**src/rtl/commit_trace_tx.sv**
```systemverilog
// Commit-trace transmitter: queues committed {pc, inst, wbData} records and streams each one
// as a SYNC-led little-endian byte frame. Define COMMIT_TX_SEQ_EN to add a per-commit sequence byte.
module commit_trace_tx #(
  parameter int unsigned DEPTH     = 4,
  parameter logic [7:0]  SYNC_BYTE = 8'hA5
) (
  input  logic        clock,
  input  logic        reset,
  input  logic        io_in_start,
  input  logic        io_in_commit,
  input  logic [31:0] io_in_pc,
  input  logic [31:0] io_in_inst,
  input  logic [31:0] io_in_wbData,
  output logic        io_out_valid,
  input  logic        io_in_ready,
  output logic [7:0]  io_out_byte,
  output logic        io_out_overflow,
  output logic [15:0] io_out_dropCnt,
  output logic        io_out_busy
);

  localparam int unsigned PtrW = (DEPTH > 1) ? $clog2(DEPTH) : 1;
`ifdef COMMIT_TX_SEQ_EN
  localparam int unsigned RecW     = 104;
  localparam int unsigned NumBytes = 14;
`else
  localparam int unsigned RecW     = 96;
  localparam int unsigned NumBytes = 13;
`endif
  localparam int unsigned FrameW  = 8 * NumBytes;
  localparam logic [3:0]  LastIdx = 4'(NumBytes - 1);
  localparam logic [PtrW:0] Full  = (PtrW + 1)'(DEPTH);

  typedef enum logic {StIdle, StSend} state_e;

  state_e             state_q, state_d;
  logic [RecW-1:0]    mem_q [DEPTH];
  logic [PtrW-1:0]    wr_ptr_q, rd_ptr_q;
  logic [PtrW:0]      count_q, count_d;
  logic [FrameW-1:0]  frame_q, frame_d;
  logic [3:0]         idx_q, idx_d;
  logic               overflow_q;
  logic [15:0]        drop_cnt_q;
  logic               push_req, push, pop, drop;
  logic [RecW-1:0]    wr_rec, head;

  // Records are stored in frame order above the SYNC byte, so loading is a plain concatenation.
`ifdef COMMIT_TX_SEQ_EN
  logic [7:0] seq_q;
  assign wr_rec = {io_in_wbData, io_in_inst, io_in_pc, seq_q};
`else
  assign wr_rec = {io_in_wbData, io_in_inst, io_in_pc};
`endif

  assign push_req = io_in_start & io_in_commit;
  assign head     = mem_q[rd_ptr_q];
  assign push     = push_req & ((count_q != Full) | pop);
  assign drop     = push_req & ~push;
  assign count_d  = count_q + (PtrW + 1)'(push) - (PtrW + 1)'(pop);

  always_comb begin
    state_d = state_q;
    frame_d = frame_q;
    idx_d   = idx_q;
    pop     = 1'b0;
    case (state_q)
      StIdle: begin
        if (count_q != '0) begin
          pop     = 1'b1;
          frame_d = {head, SYNC_BYTE};
          idx_d   = '0;
          state_d = StSend;
        end
      end
      StSend: begin
        if (io_in_ready) begin
          if (idx_q == LastIdx) begin
            idx_d = '0;
            // Back-to-back: next record loads on the same edge that retires the last byte.
            if (count_q != '0) begin
              pop     = 1'b1;
              frame_d = {head, SYNC_BYTE};
            end else begin
              frame_d = '0;
              state_d = StIdle;
            end
          end else begin
            frame_d = frame_q >> 8;
            idx_d   = idx_q + 4'd1;
          end
        end
      end
      default: state_d = StIdle;
    endcase
  end

  always_ff @(posedge clock) begin
    if (push) mem_q[wr_ptr_q] <= wr_rec;
  end

  always_ff @(posedge clock or negedge reset) begin
    if (!reset) begin
      state_q    <= StIdle;
      wr_ptr_q   <= '0;
      rd_ptr_q   <= '0;
      count_q    <= '0;
      frame_q    <= '0;
      idx_q      <= '0;
      overflow_q <= 1'b0;
      drop_cnt_q <= '0;
    end else begin
      state_q  <= state_d;
      count_q  <= count_d;
      frame_q  <= frame_d;
      idx_q    <= idx_d;
      if (push) wr_ptr_q <= wr_ptr_q + PtrW'(1);
      if (pop)  rd_ptr_q <= rd_ptr_q + PtrW'(1);
      if (drop) begin
        overflow_q <= 1'b1;
        if (drop_cnt_q != 16'hFFFF) drop_cnt_q <= drop_cnt_q + 16'd1;
      end
    end
  end

`ifdef COMMIT_TX_SEQ_EN
  // Counts every capture attempt, so drops show up as gaps in the emitted sequence.
  always_ff @(posedge clock or negedge reset) begin
    if (!reset)        seq_q <= '0;
    else if (push_req) seq_q <= seq_q + 8'd1;
  end
`endif

  assign io_out_valid    = (state_q == StSend);
  assign io_out_byte     = frame_q[7:0];
  assign io_out_overflow = overflow_q;
  assign io_out_dropCnt  = drop_cnt_q;
  assign io_out_busy     = (count_q != '0) || (state_q != StIdle);

endmodule

```
**config.mk**
```make
export PLATFORM = sky130hd
export DESIGN_NAME = commit_trace_tx
export DESIGN_NICKNAME = d
export VERILOG_FILES = /design/src/rtl/commit_trace_tx.sv
export SDC_FILE = /design/constraint.sdc
export NUM_CORES = 1
export LEC_CHECK = 0
export CORE_MARGIN = 2
export CORE_UTILIZATION = 41
export CTS_CLUSTER_SIZE = 24
export DETAILED_ROUTE_END_ITERATION = 16
export PLACE_DENSITY_LB_ADDON = 0.12
export SETUP_SLACK_MARGIN = 0.05
export SYNTH_ARGS = -nofsm -noshare
export SYNTH_HDL_FRONTEND = slang
export SYNTH_SLANG_ARGS = --single-unit
```
**constraint.sdc**
```tcl
create_clock -name clock -period 11.2 [get_ports clock]
set_input_delay 2.24 -clock clock [delete_from_list [all_inputs] [get_ports clock]]
set_output_delay 2.24 -clock clock [all_outputs]
set_load 0.01 [all_outputs]
```
==> results.yml <==
floorplanning:
  core_area_sq_um: 47600
  dieHeight_um: 223
  die_x_um: 223
  start_util_pct: 41.4
  pin_count: 128
  die_area_sq_um: 49900
  num_rows: 80
sta:
  setup_viol: 0
  period_needed_ns: 5.25
  period_share_pct: 46.8
  maxSlewHeadroom_pct: 28.2
  finalClockSkew_ns: 0.0101
  rsz0062_at_grt: "false"
  fmax_mhz: 191
  worst_pin_slew_ns: 1.08
  report.final.hold_viol_count: 0
  setup_tns_ns: 0
  finalMaxSlewViolations: 0
pwr:
  power_leakage_uw: 0.00812
  max-vdd-ir-drop_uv: 163
  power.density_nw_per_um2: 213
  finalPower_uw: 4980
global_route:
  grt_pass1_vias: 10600
  grt_max_degree: 93
  grt_pass1_wl_um: 64400
  grt_overflow: 0
  grt_usage_pct: 17.1
  antenna_found_initial: 0
yosys:
  netlist_area_sq_um: 19700
  avgSynthCellArea_sq_um: 18.2
  synth-seq-cells: 517
  ys_warn_count: 0
  synth_nets: 1194
  yosys.area.top_type: "edfxtp_1"
  synth-seq-area-share_pct: 75.2
  synth-edff-count: 384
  postSynthCellCount: 1083
  async_flop_share_pct: 25.7
  ys.flop_type: "edfxtp_1"
  yosys-top-cells-area: "edfxtp_1 (58%), dfrtp_1 (17%), mux4_2 (11%)"
  synth_top_area_share_pct: 58.4
  synth_cell_types: 41
clock_tree:
  htreeDepth: 2
  clk_latency_ns: 0.59
  cts_setup_buffers: 0
  post_cts_resized: 0
  clock-sinks: 517
  cts_root_buffer: "clkbuf_16"
  cts_made_buffers: 54
  clk_pin_slew_ns: 0.06
  cts-hold-fix-buffers: 0
  cts_tree: "yes"
  cts_buffer_depth: 3
detailed_routing:
  vias_per_cell: 5.28
  first_pass_iters: 5
  postRouteAntennaNets: 0
  drc: 0
  vias: 9877
  drt_iter0_drc: 697
  post_drt_wl_per_cell_um: 22.3
  routed_wl_um: 41600
critical_path:
  crit_chain: "clkdlybuf4s50_1, nand4_1, a21oi_1, and2_4, buf_4"
  critical_path.endpoint_type: "flop"
  critPathSlowestCell: "and2_4"
  slowest_delay_ns: 0.89
  critPathRequiredTime_ns: 11.42
  critPathKind: "in -> reg"
  cp.arrival_ns: 5.46
  crit_fanout: 56
  cp-start-kind: "input pin"
layout:
  drive_above_1_share_pct: 16.8
  nets: 1320
  num_antenna_cells: 0
  fillers: 3993
  area_growth_pct: 18.2
status:
  status: "finished, final reports clean"
placed_design:
  gp_congestion: 0.719
  portBuffers: 127
  hpwl_um: 23500
job:
  max_cap_viol_count: 0
min_path:
  min_path_type: "reg -> reg"
==> cells in the mapped netlist (5+ instances only) <==
library cell,count
a22o_1,12
a22oi_1,88
and3_1,7
buf_2,27
buf_4,12
buf_6,5
clkbuf_1,26
dfrtp_1,133
edfxtp_1,384
ha_1,9
inv_1,9
mux4_2,96
nand2_1,132
nand3_1,6
nand4_1,9
o21ai_0,29
o21ai_1,42
xnor2_1,17
==> final cells by class <==
cell class | count | area (sq um) | area share [%]
Inverter | 9 | 33.8 | 0.145
Tap cell | 615 | 769 | 3.30
Multi-Input combinational cell | 486 | 4510 | 19.3
Clock buffer | 73 | 1530 | 6.57
Sequential cell | 517 | 14900 | 63.7
Clock inverter | 28 | 241 | 1.03
Timing Repair Buffer | 141 | 1380 | 5.90
==> state kept, by name (all words and copies together) (netlist names) <==
name	cells
mem_q	384
rd_ptr_q	2
idx_q	4
io_out_overflow	1
count_q	3
frame_q	104
wr_ptr_q	2
io_out_dropCnt	16
io_out_valid	1
==> layer usage <==
metal | wire length, um | GRT usage [%]
met1 | 18900 | 23.6
met2 | 20500 | 28.2
met3 | 1490 | 2.55
met4 | 797 | 4.90
met5 | 0 | 0
==> worst max-delay path, delay by kind of cell <==
kind	cells	cell delay, ns
AO/OA/AOI/OAI	1	0.59
buffers and inverters	2	1.36
AND/OR/NAND/NOR	2	1.21
==> worst paths after layout <==
kind / start / to / slack, ns / cells after the start
min reg2reg: io_out_overflow / io_out_overflow / 0.47 / 1
min: io_out_overflow / io_out_overflow / 0.47 / 1
max: io_in_ready / mem_q[0][81] / 5.95 / 5
max reg2reg: idx_q[1] / mem_q[0][81] / 7.67 / 6
min in group asynchronous: reset / idx_q[2] / 1.76 / 1
max in group asynchronous: reset / rd_ptr_q[1] / 8.22 / 2
==> cell usage in the layout (no fill, tap or decap), drive strengths merged, types with 2 or more instances in the layout <==
cell type,netlist,final
a31oi,4,4
nand3,6,6
mux4,96,96
clkbuf,26,73
buf,45,15
and2,4,4
dfrtp,133,133
o21ai,72,72
a21oi,4,4
and3,7,7
o211ai,2,2
clkinv,0,22
nor3,4,4
clkdlybuf4s50,0,126
bufinv,0,4
ha,9,9
edfxtp,384,384
nand2,132,132
inv,9,10
nand4,10,10
nand2b,3,3
nor2,5,5
xnor2,17,17
xor2,3,3
a22o,12,12
a22oi,88,88
==> cells by family after synthesis <==
| logic type | Yosys count | synth area share [%] |
|---|---|---|
| and+or+nand+nor | 175 | 3.87 |
| DFF | 517 | 75.2 |
| xor gates and xnor gates | 20 | 0.887 |
| muxes | 98 | 11.1 |
| adders and majority gates | 10 | 0.672 |
| buffers and inverters | 80 | 2.11 |
| AOI/OAI and AO/OA | 183 | 6.16 |
==> report_power, final <==
part / internal, uW / leakage (uW) / switching [uW]
combinational: 387 / 0.00194 / 388
sequential: 2300 / 0.00530 / 132
clock: 1050 / 0.000884 / 726
==> per-stage QoR <==
step                      util, %  hold WS, ns  worst slack [ns]  cells  cell area [sq um]
after floorplan                 -        0.439              5.46   1083              19700
after global placement       45.3        0.448              5.34   1768              21600
after detailed placement     45.3        0.450              5.28   1768              21600
after CTS                    49.0        0.466              5.93   1869              23300
after global routing         49.0        0.503              5.62   1869              23300
final                        49.0        0.467              5.95   1869              23300
No activity file was read; power rests on OpenSTA's default activity.
